[src/rtl/alu_issue_pkg.sv]
// Shared types for the ALU command-issue stage: op codes, command entry, FSM states.
package alu_issue_pkg;

  localparam int W = 8;

  localparam logic [2:0] OP_ADD = 3'b000;
  localparam logic [2:0] OP_SUB = 3'b001;
  localparam logic [2:0] OP_AND = 3'b010;
  localparam logic [2:0] OP_OR  = 3'b011;
  localparam logic [2:0] OP_ROL = 3'b100;
  localparam logic [2:0] OP_ROR = 3'b101;

  typedef struct packed {
    logic [2:0]   op;
    logic [W-1:0] a;
    logic [W-1:0] b;
    logic         use_acc;
  } cmd_t;

  typedef enum logic [1:0] {
    ST_IDLE  = 2'd0,
    ST_RUN   = 2'd1,
    ST_STALL = 2'd2
  } state_t;

  // Codes above ROR have no ALU function behind them.
  function automatic logic op_unsupported(input logic [2:0] op);
    return op > OP_ROR;
  endfunction

endpackage

[src/rtl/alu_issue_cmd_fifo.sv]
// Command FIFO: head visible the cycle after push; push refused when full (no pop fall-through).
// Pointers wrap naturally; a separate occupancy counter carries the extra bit for full/empty.
module cmd_fifo
  import alu_issue_pkg::*;
#(
  parameter int DEPTH = 4,
  localparam int AW = $clog2(DEPTH)
) (
  input  logic        clk,
  input  logic        rst_n,
  input  logic        push_i,
  input  cmd_t        push_dat_i,
  input  logic        pop_i,
  output cmd_t        head_o,
  output logic        full_o,
  output logic        empty_o,
  output logic [AW:0] level_o
);

  cmd_t          mem_q [DEPTH];
  logic [AW-1:0] wr_ptr_q, rd_ptr_q;
  logic [AW:0]   level_q;
  logic          do_push, do_pop;

  assign full_o  = (level_q == (AW+1)'(DEPTH));
  assign empty_o = (level_q == '0);
  assign level_o = level_q;
  assign head_o  = mem_q[rd_ptr_q];

  assign do_push = push_i && !full_o;
  assign do_pop  = pop_i && !empty_o;

  always_ff @(posedge clk) begin
    if (do_push) mem_q[wr_ptr_q] <= push_dat_i;
  end

  always_ff @(posedge clk or negedge rst_n) begin
    if (!rst_n) begin
      wr_ptr_q <= '0;
      rd_ptr_q <= '0;
      level_q  <= '0;
    end else begin
      if (do_push) wr_ptr_q <= wr_ptr_q + AW'(1);
      if (do_pop)  rd_ptr_q <= rd_ptr_q + AW'(1);
      case ({do_push, do_pop})
        2'b10:   level_q <= level_q + (AW+1)'(1);
        2'b01:   level_q <= level_q - (AW+1)'(1);
        default: level_q <= level_q;
      endcase
    end
  end

endmodule

[src/rtl/alu_issue.sv]
// Issue stage ahead of the 8-bit ALU: result valid one edge after a command reaches the FIFO head.
// A held result (res_valid && !res_ready) blocks issue; the FIFO absorbs up to DEPTH commands.
module alu_issue
  import alu_issue_pkg::*;
#(
  parameter int DEPTH = 4,
  localparam int LW = $clog2(DEPTH) + 1
) (
  input  logic          clk,
  input  logic          rst_n,
  input  logic          cmd_valid,
  output logic          cmd_ready,
  input  logic [2:0]    cmd_op,
  input  logic [W-1:0]  cmd_a,
  input  logic [W-1:0]  cmd_b,
  input  logic          cmd_use_acc,
  input  logic          acc_clr,
  output logic [W-1:0]  alu_a,
  output logic [W-1:0]  alu_b,
  output logic [2:0]    alu_sel,
  input  logic [W-1:0]  alu_r,
  output logic          res_valid,
  input  logic          res_ready,
  output logic [W-1:0]  res_data,
  output logic          res_zero,
  output logic          res_err,
  output logic [W-1:0]  acc_out,
  output logic [LW-1:0] level
);

  state_t       state_q;
  logic         res_valid_q, res_zero_q, res_err_q;
  logic [W-1:0] res_data_q, acc_q, acc_eff;
  cmd_t         head, push_dat;
  logic         full, empty, push, issue_en, issue;

  assign push_dat = '{op: cmd_op, a: cmd_a, b: cmd_b, use_acc: cmd_use_acc};
  assign push     = cmd_valid && !full;
  assign cmd_ready = !full;

  cmd_fifo #(.DEPTH(DEPTH)) u_fifo (
    .clk        (clk),
    .rst_n      (rst_n),
    .push_i     (push),
    .push_dat_i (push_dat),
    .pop_i      (issue),
    .head_o     (head),
    .full_o     (full),
    .empty_o    (empty),
    .level_o    (level)
  );

  // Slot is free when empty, or when the held result leaves this edge.
  assign issue_en = (state_q == ST_IDLE) || res_ready;
  assign issue    = issue_en && !empty;

  // A clear in the same cycle must already be visible to a use_acc head.
  assign acc_eff = acc_clr ? '0 : acc_q;

  always_comb begin
    alu_a   = '0;
    alu_b   = '0;
    alu_sel = '0;
    if (!empty) begin
      alu_a   = head.use_acc ? acc_eff : head.a;
      alu_b   = head.b;
      alu_sel = head.op;
    end
  end

  always_ff @(posedge clk or negedge rst_n) begin
    if (!rst_n) begin
      state_q     <= ST_IDLE;
      res_valid_q <= 1'b0;
      res_data_q  <= '0;
      res_zero_q  <= 1'b0;
      res_err_q   <= 1'b0;
      acc_q       <= '0;
    end else begin
      if (acc_clr)    acc_q <= '0;
      else if (issue) acc_q <= alu_r;

      if (issue) begin
        res_data_q  <= alu_r;
        res_zero_q  <= (alu_r == '0);
        res_err_q   <= op_unsupported(head.op);
        res_valid_q <= 1'b1;
        state_q     <= ST_RUN;
      end else begin
        case (state_q)
          ST_RUN, ST_STALL: begin
            if (res_ready) begin
              res_valid_q <= 1'b0;
              state_q     <= ST_IDLE;
            end else begin
              state_q     <= ST_STALL;
            end
          end
          default: state_q <= ST_IDLE;
        endcase
      end
    end
  end

  assign res_valid = res_valid_q;
  assign res_data  = res_data_q;
  assign res_zero  = res_zero_q;
  assign res_err   = res_err_q;
  assign acc_out   = acc_q;

endmodule

[config.mk]
export PLATFORM = sky130hd
export DESIGN_NAME = alu_issue
export DESIGN_NICKNAME = d
export VERILOG_FILES = /design/src/rtl/alu_issue_pkg.sv /design/src/rtl/alu_issue_cmd_fifo.sv /design/src/rtl/alu_issue.sv
export SDC_FILE = /design/constraint.sdc
export NUM_CORES = 1
export LEC_CHECK = 0
export ABC_AREA = 1
export CAP_MARGIN = 20
export CORE_MARGIN = 2
export CORE_UTILIZATION = 30
export DETAILED_ROUTE_END_ITERATION = 8
export GPL_TIMING_DRIVEN = 0
export MAX_ROUTING_LAYER = met4
export PLACE_DENSITY = 0.55
export RECOVER_POWER = 25
export SLEW_MARGIN = 25
export SYNTH_ARGS = -nofsm -noshare
export SYNTH_HDL_FRONTEND = slang
export SYNTH_HIERARCHICAL = 1
export SYNTH_SLANG_ARGS = --single-unit
[constraint.sdc]
create_clock -name clk -period 3.49 [get_ports clk]
set_input_delay 0.349 -clock clk [delete_from_list [all_inputs] [get_ports clk]]
set_output_delay 0.349 -clock clk [all_outputs]
set_load 0.01 [all_outputs]
# Word-level counts from Yosys, hierarchy flattened
# Memories as Yosys holds them, arrays and structs flattened.
# Index checks and enable logic that the tools add are counted.
# W data, S select, Z words.
[word_totals] register_bits=28 mem_bits_rw=80 out_inout_bits=42 wordCells=52 memories=1
[classes] add_sub_neg=4 n_lt_le_gt_ge=1 eq_ne=5 n_mux=16 reduce_logical=16
[memory_table] name="u_fifo.mem_q" depth=4 width=20 read_ports=1 rd_clocked_by_memory_dff=0 write_ports=1 line_no="alu_issue_cmd_fifo.sv:20" rtl="cmd_t mem_q [DEPTH];"
[op_table] op="$mux W8" n=6
[op_table] op="$logic_not A8 Y1" n=1
[op_table] op="$reduce_bool A2 Y1" n=4
[op_table] op="$mux W2" n=3
[op_table] op="$pmux W3 S2" n=1
[op_table] op="$mux W1" n=5
[op_table] op="$add A2 B1 Y2 const B" n=2
[op_table] op="$eq A2 B1 Y1 const B" n=2
[op_table] op="$eq A2 B2 Y1 const B" n=2
[op_table] op="$logic_and A1 B1 Y1" n=4
[op_table] op="$add A3 B1 Y3 const B" n=1
[op_table] op="$eq A3 B3 Y1 const B" n=1
[op_table] op="$gt A3 B3 Y1 const B" n=1
[op_table] op="$logic_not A3 Y1" n=1
[op_table] op="$mux W3" n=1
[op_table] op="$sub A3 B1 Y3 const B" n=1
[op_table] op="$logic_not A1 Y1" n=2
[op_table] op="$logic_not A2 Y1" n=1
[op_table] op="$reduce_and A2 Y1" n=1
[op_table] op="$reduce_or A2 Y1" n=1
[op_table] op="$logic_or A1 B1 Y1" n=1

# Longest topological paths before layout
# Gate-level depths: netlist (run 1).
[depth] depth_word=6 mapped_depth=16 ltp_nobuf=14

# By module
# The synthesis (run 1) kept the hierarchy.
[modules_own_cells] module="cmd_fifo" instances=1 cells_each=294 area_per_inst_um2=3659.8 seq_area_each_um2=2577.5
[modules_own_cells] module="alu_issue" instances=1 cells_each=151 area_per_inst_um2=1114.8 seq_area_each_um2=525.5

# Worst setup path after synthesis (run 1)
# Ideal clock, no wire load.
[synth_path] path_type="register to register" startpoint="reg u_fifo.level_q[0] (netlist: u_fifo/level_o[0])" endpoint="mem u_fifo/mem_q[0][0] (netlist bit) (enable)" setup_ns=0.397 t_arrival_ns=1.861 required_time_ns=3.093 slack_ns=1.232 stages_incl_launch_ff=7 path_buffers=0 cell_sequence="dfrtp_1 > inv_2 > nand3_1 > inv_1 > nor2_1 > nand2_2 > nor2_1"
[synth_via] elab_chain_cells=6
[synth_rtl] item="start: declaration" line_no="alu_issue_cmd_fifo.sv:22" rtl="logic [AW:0] level_q;"
[synth_rtl] item="start signal: assignment" line_no="alu_issue_cmd_fifo.sv:46" rtl="2'b10: level_q <= level_q + (AW+1)'(1);"
[synth_rtl] item="start signal: assignment" line_no="alu_issue_cmd_fifo.sv:47" rtl="2'b01: level_q <= level_q - (AW+1)'(1);"
[synth_rtl] item="start signal: assignment" line_no="alu_issue_cmd_fifo.sv:48" rtl="default: level_q <= level_q;"
[synth_rtl] item="$eq A3 B3 Y1" line_no="alu_issue_cmd_fifo.sv:25" rtl="assign full_o = (level_q == (AW+1)'(DEPTH));"
[synth_rtl] item="via full" line_no="alu_issue.sv:35" rtl="logic full, empty, push, issue_en, issue;"
[synth_rtl] item="$logic_not A1 Y1" line_no="alu_issue.sv:38" rtl="assign push = cmd_valid && !full;"
[synth_rtl] item="$logic_and A1 B1 Y1" line_no="alu_issue.sv:38"
[synth_rtl] item="via push" line_no="alu_issue.sv:35"
[synth_rtl] item="$logic_and A1 B1 Y1" line_no="alu_issue_cmd_fifo.sv:30" rtl="assign do_push = push_i && !full_o;"
[synth_rtl] item="$mux W1" line_no="alu_issue_cmd_fifo.sv:34" rtl="if (do_push) mem_q[wr_ptr_q] <= push_dat_i;"
[synth_rtl] item="$mux W1 (not written as such)" line_no="alu_issue_cmd_fifo.sv:34"
[synth_rtl] item="end: declaration" line_no="alu_issue_cmd_fifo.sv:20"
# The timed path passes the listed nets, and every way through them passes these cells.

==> results of run 1 <==
## layout make-up
class	count	area share, %
Sequential cell	108	50.5
Multi-Input combinational cell	245	20.5
Timing Repair Buffer	77	13.0
Inverter	75	4.58
Tap cell	216	4.40
Clock buffer	9	3.66
Buffer	17	2.60
Clock inverter	7	0.794
Antenna cell	1	0.0407
## power groups by stage
stage	clock network [uW]	logic (uW)	registers, uW
after floorplan	0	1420	1910
after global placement	0	2510	1890
after detailed placement	0	2640	1890
after CTS	971	2650	1870
after global routing	1030	2890	1900
final	939	2610	1870
## logic make-up (layout without fill, tap and decap cells)
family	count (synthesis)	count (layout)	synth area share (%)
xor gates and xnor gates	1	1	0.183
buffers and inverters	92	185	9.25
DFF	108	108	65.0
adders and majority gates	7	7	1.99
other	0	1	0
AOI/OAI and AO/OA	49	49	7.44
and+or+nand+nor	188	188	16.1
## flip-flops by register name, summed over array words and instances, names as in the netlist
register / flops
res_err: 1
res_zero: 1
u_fifo/rd_ptr_q: 2
u_fifo/level_o: 3
res_valid: 1
acc_out: 8
u_fifo/mem_q: 80
res_data: 8
u_fifo/wr_ptr_q: 2
state_q: 2
## worst min path at each step
| stage | start | endpoint |
|---|---|---|
| after floorplan | rst_n | acc_out[0] |
| after global placement | res_data[1] | res_data[1] |
| after detailed placement | rst_n | res_valid |
| after CTS | rst_n | acc_out[2] |
| after global routing | res_data[1] | res_data[1] |
| final | rst_n | acc_out[2] |
## metrics by stage
stage	setup WS, ns	total power [uW]	cell area [um^2]	cells
after CTS	0.515	5490	6150	754
final	0.525	5410	6150	755
after global routing	0.313	5820	6150	755
after global placement	0.213	4400	5790	735
after floorplan	1.23	3330	4770	445
after detailed placement	0.876	4540	5870	738
## layout by cell type, fill, tap and decap left out, types with 3 or more instances in the layout
cell             count
a21oi_1              8
buf_2                7
buf_6                8
clkbuf_16            9
clkdlybuf4s50_1     64
dfrtp_1             28
dlygate4sd3_1        9
edfxtp_1            80
ha_1                 6
inv_1               68
inv_2                7
inv_6                3
nand2_1            134
nand2_2             11
nand3_1             16
nor2_1              18
nor2_2               3
nor2_4               5
o211ai_1            38
## metal layers
| metal | vias to the layer above | wire, um | global-route usage, % |
|---|---|---|---|
| met5 | - | 0 | - |
| met4 | 0 | 80 | 4.17 |
| met3 | 4 | 595 | 2.87 |
| met2 | 86 | 5310 | 22.8 |
| met1 | 1562 | 4950 | 17.8 |
| li1 | 1633 | - | - |
==> results.tsv, run 1 <==
stage	metric	value	unit
outcome	status	finished with violations	
outcome	failing checks	max-capacitance violations, max-slew violations	
drt	drt pass-1 iters	5	
drt	DR iter-0 viols	239	
drt	vias per cell	4.35	
sta	max-slew violation count	29	
logic_synthesis	Synth Register Bits	108	
worst_setup_path	worst reg-to-reg path cell count	15	
flow_run	max-cap viol count	1	
die	DIE AREA	0.0169	mm^2
finish	share of layout cells above drive strength 1	11.7	%
pwr	Flop pwr share	34.5	%
grt	largest net degree at the start of global routing	29	
worst_setup_path	slowest CP cell	clkdlybuf4s50_1	
die	Initial Util	30.4	%
logic_synthesis	Net Count, Synth	485	
drt	via count	3285	
grt	total global routing overflow	0	
drt	Post-route DRC	0	
placed_design	Buffers on Ports	74	
worst_setup_path	R2R setup slack	1.05	ns
sta	Fin Hold WS	0.387	ns
pwr	power per cell area	880	mW/mm^2
worst_setup_path	arrival time worst endpoint	2.62	ns
sta	setup TNS	0	ns
finish	nets	573	
pwr	Clk pwr share	17.3	%
pwr	Switch Pwr	2060	uW
logic_synthesis	area leader, netlist	edfxtp_1	
die	height of the die	130	um
worst_setup_path	Required @ worst endpoint	3.14	ns
worst_setup_path	Setup crit start kind	register	
worst_setup_path	Levels on crit path	9	
clocking	Worst-Skew Late Latency	0.34	ns
finish	Layout area overhead	28.8	%
logic_synthesis	Seq/Total Area, Yosys	65.0	%
die	core area	0.0157	mm^2
finish	register area	0.00310	mm^2
clocking	CTS tree	built	
clocking	CTS Hold Bufs	0	
placed_design	Final Wtd Congestion	0.731	
sta	final-report hold violation count	0	
worst_setup_path	Largest delay share family, worst path	buffers and inverters	
worst_setup_path	reg2reg start	u_fifo/level_o[1]	
worst_setup_path	reg2reg end	u_fifo/level_o[2]	
sta	Max-slew headroom	-3.77	%
pwr	peak supply drop	0.000325	V
clocking	PostCTS Resize Cnt	0	
placed_design	post-DP HPWL	7.48	mm
logic_synthesis	Cell Area, Synth	0.00477	mm^2
worst_setup_path	CP max FO	10	
logic_synthesis	Synth Flop Type	edfxtp_1	
logic_synthesis	Synth top area share	50.3	%
finish	final core utilization	39.1	%
finish	Filler cells	1507	
sta	Fin Clk Skew	0.00836	ns
clocking	Setup Buffers After CTS	0	
die	row cnt	46	
sta	Least-Margin Pin Slew	1.56	ns
worst_setup_path	Crit Path Class	register to primary output	
sta	# setup viols final	0	
clocking	clk root buf	clkbuf_16	
grt	initial antenna violation count	1	
die	Die Span X	130	um
grt	Tot GR Track Use	14.0	%
grt	vias in the first global route	3233	
worst_setup_path	CP endpoint kind	primary output	
finish	multi-input logic area	0.00126	mm^2
logic_synthesis	most common cell in the netlist	nand2_1	
clocking	clk slew on worst S/H paths	0.07	ns
drt	DRT Wirelength	10.9	mm
grt	first-pass GRT wire length	17.3	mm
worst_hold_path	Hold/Removal Path Class	primary input to async pin	
clocking	cts bufs inserted	9	
logic_synthesis	top cells by count, synth	nand2_1, edfxtp_1, inv_1	
logic_synthesis	ranking of synthesized cells by area	edfxtp_1, dfrtp_1, nand2_1	
sta	unrepaired setup endpoints after global routing	no	
clocking	CTS sink cnt	108	
sta	FMAX	337	MHz
worst_setup_path	Max stage delay on crit path	0.58	ns
drt	average wire per cell in the routed design	14.5	um
logic_synthesis	Ys Warns	6	
clocking	deepest clock path buffer count	2	
clocking	H-tree depth	3	
pwr	Comb pwr share	48.2	%
worst_setup_path	end point of the critical path	alu_a[6]	
die	IO Count	75	
worst_setup_path	CP cell instances	inv_2, buf_2, o211ai_1, nand2_1, inv_2, nor2_2, nand2_1, a21oi_1, clkdlybuf4s50_1	
logic_synthesis	FFs w/ async S/R, synth	25.9	%
pwr	Lkg Pwr	0.00260	uW
sta	share of the clock period used by the worst path	85.0	%
drt	Post-DRT Antenna Nets	0	
logic_synthesis	Post-synth EDFFs	80	
logic_synthesis	Distinct cells, synth	22	
sta	min Tclk post-route	2.97	ns
worst_setup_path	Crit. Startpoint	u_fifo/rd_ptr_q[1]	
logic_synthesis	Syn Area/Cell	10.7	um^2
pwr	Cell Int Power	3350	uW
pwr	Switching Fraction	38.1	%
logic_synthesis	Syn Inst Count	445	
worst_setup_path	Critical path buffers and inverters	4	
Note: power is estimated with default switching activity, not from simulation.
==> inputs of run 2 (changes only) <==
--- a/config.mk
+++ b/config.mk
@@ -12,7 +12,7 @@
 export DETAILED_ROUTE_END_ITERATION = 8
 export GPL_TIMING_DRIVEN = 0
 export MAX_ROUTING_LAYER = met4
-export PLACE_DENSITY = 0.55
+export PLACE_DENSITY = 0.56
 export RECOVER_POWER = 25
 export SLEW_MARGIN = 25
 export SYNTH_ARGS = -nofsm -noshare
==> constraint.sdc (replaced) <==
create_clock -name clk -period 2.4 [get_ports clk]
set_input_delay 0.24 -clock clk [delete_from_list [all_inputs] [get_ports clk]]
set_output_delay 0.24 -clock clk [all_outputs]
set_load 0.01 [all_outputs]
==> results.tsv, run 2 (synthesis gave the netlist of run 1 again) <==
stage	metric	value	unit	change
outcome	status	completed		
finish	nets	591		+3.1%
drt	via count	3342		+1.7%
grt	largest net degree at the start of global routing	29		unchanged
worst_setup_path	CP max FO	10		unchanged
worst_setup_path	Setup crit start kind	register		
grt	Tot GR Track Use	14.4	%	+0.34 points
clocking	Worst-Skew Late Latency	0.35	ns	about the same
placed_design	Buffers on Ports	74		unchanged
worst_setup_path	arrival time worst endpoint	2.08	ns	-0.54 ns
sta	# setup viols final	0		unchanged
drt	Post-DRT Antenna Nets	0		unchanged
sta	Max-slew headroom	50.7	%	+54 points
placed_design	Final Wtd Congestion	0.772		+5.7%
clocking	H-tree depth	3		unchanged
clocking	deepest clock path buffer count	2		unchanged
worst_setup_path	reg2reg start	state_q[0]		
worst_setup_path	Crit Path Class	register to primary output		
worst_setup_path	worst reg-to-reg path cell count	15		unchanged
pwr	Power, Total	8190	uW	+51%
pwr	peak supply drop	0.000451	V	+39%
die	Initial Util	30.4	%	unchanged
drt	Post-route DRC	0		unchanged
worst_setup_path	R2R setup slack	0.18	ns	-0.87 ns
worst_setup_path	reg2reg end	u_fifo/level_o[2]		
sta	Fin Clk Skew	0.00742	ns	-0.000942 ns
sta	Least-Margin Pin Slew	0.737	ns	-0.819 ns
drt	DRT Wirelength	11.4	mm	+3.9%
clocking	CTS tree	built		
finish	share of layout cells above drive strength 1	17.6	%	+5.9 points
grt	initial antenna violation count	1		unchanged
placed_design	Inst Count DP	738		unchanged
sta	min Tclk post-route	2.32	ns	
drt	drt pass-1 iters	4		-1
clocking	CTS sink cnt	108		unchanged
sta	FMAX	431	MHz	
finish	max reg flops	80		unchanged
finish	most frequent cells in the layout	nand2_1, edfxtp_1, inv_1		
finish	Layout area overhead	33.6	%	
die	DIE AREA	0.0169	mm^2	unchanged
finish	Largest Register	u_fifo/mem_q		
die	IO Count	75		unchanged
worst_setup_path	CP endpoint kind	primary output		
drt	average wire per cell in the routed design	14.7	um	+1.5%
grt	total global routing overflow	0		unchanged
sta	unrepaired setup endpoints after global routing	yes		
pwr	power per cell area	1280	mW/mm^2	+46%
worst_hold_path	Hold/Removal Path Class	primary input to async pin		
finish	commonest non-fill, non-tap cell in the layout	nand2_1		
die	row cnt	46		unchanged
drt	DR iter-0 viols	214		-10%
pwr	Lkg Pwr	0.00276	uW	+6.1%
die	height of the die	130	um	unchanged
grt	vias in the first global route	3363		+4.0%
grt	first-pass GRT wire length	17.6	mm	+1.9%
die	Die Span X	130	um	unchanged
sta	max-slew violation count	0		-100%
worst_setup_path	Required @ worst endpoint	2.16	ns	-0.98 ns
sta	final-report hold violation count	0		unchanged
clocking	clk root buf	clkbuf_16		
finish	Final Non-Filler Cells	773		+2.4%
sta	share of the clock period used by the worst path	96.6	%	
clocking	cts bufs inserted	9		unchanged
sta	setup TNS	0	ns	unchanged
drt	vias per cell	4.32		-0.63%
flow_run	max-cap viol count	0		-1
placed_design	post-DP HPWL	7.63	mm	+2.1%
clocking	clk slew on worst S/H paths	0.08	ns	about the same
die	core area	0.0157	mm^2	unchanged
run 2: cell types whose count changed in the layout (fill, tap and decap cells not counted), moves of 2 or more:
cell and change:
a21oi_1 -5, a21oi_2 +5, buf_4 +17, buf_8 +2, clkdlybuf4s50_1 -20, clkinv_4 +2, dlygate4sd2_1 +6, dlygate4sd3_1 +8
dlymetal6s2s_1 +2, inv_1 -2, inv_4 +2
run 2: layout make-up:
cell class                      count  area [um^2]
Timing Repair Buffer               95          931
Buffer                             17          193
Tap cell                          216          270
Clock buffer                        9          225
Antenna cell                        1         2.50
Multi-Input combinational cell    245         1310
Fill cell                        1513         9330
Sequential cell                   108         3100
Inverter                           75          287
Clock inverter                      7         60.1
run 2: worst max path at each step:
stage | start | to | cells after the start
global route | u_fifo/rd_ptr_q[0] | alu_a[7] | 12
global placement | cmd_valid | u_fifo/mem_q[0][1] | 5
floorplan | u_fifo/level_o[0] | u_fifo/mem_q[0][0] | 6
detailed placement | res_ready | u_fifo/level_o[2] | 14
finish | u_fifo/rd_ptr_q[0] | alu_a[7] | 11
CTS | u_fifo/rd_ptr_q[0] | alu_a[1] | 10
run 2: repair_timing:
| item | CTS | global route |
|---|---|---|
| pin swaps | 1 | 6 |
| hold buffers | 1 | 0 |
| gates resized for setup | 39 | 15 |
| endpoints found under the hold margin | 28 | 0 |
| buffers inserted | 8 | 9 |
| endpoints found under the setup margin | 19 | 15 |
run 2: routing by layer:
layer  share of wire [%]  track usage (%)
met3                 4.5             3.36
met5                   0                -
met4                 1.2             5.00
met2                  49             24.2
met1                  45             16.9
run 2: stage by stage:
stage               worst slack (ns)  util (%)  hold WS (ns)  instance area [um^2]
finish                        0.0812      40.6         0.457                  6380
global route                 -0.0592      40.6         0.489                  6380
CTS                         -0.00401      40.0         0.474                  6280
detailed placement            -0.148      37.5         0.308                  5890
global placement              -0.767      36.8         0.456                  5790
floorplan                      0.142         -       -0.0556                  4770
run 2: worst max-delay path, cell delays in order (launching register included):
cell	delay, ns
dfrtp_1	0.43
inv_4	0.15
buf_8	0.16
o211ai_1	0.08
nand2_1	0.11
inv_4	0.08
nor2_4	0.15
buf_6	0.12
buf_4	0.10
nand2_1	0.05
a21oi_2	0.15
buf_2	0.15
run 2: where the power goes:
part	switching (uW)	total [uW]	internal, uW
clock network	692	1410	722
registers	197	2700	2510
logic	2270	4070	1800
==> inputs of run 3 (changes only) <==
--- a/config.mk
+++ b/config.mk
@@ -6,7 +6,6 @@
 export NUM_CORES = 1
 export LEC_CHECK = 0
 export ABC_AREA = 1
-export CAP_MARGIN = 20
 export CORE_MARGIN = 2
 export CORE_UTILIZATION = 30
 export DETAILED_ROUTE_END_ITERATION = 8
==> results of run 3 <==
The final DEF is identical to that of run 2; final timing and power are the same.
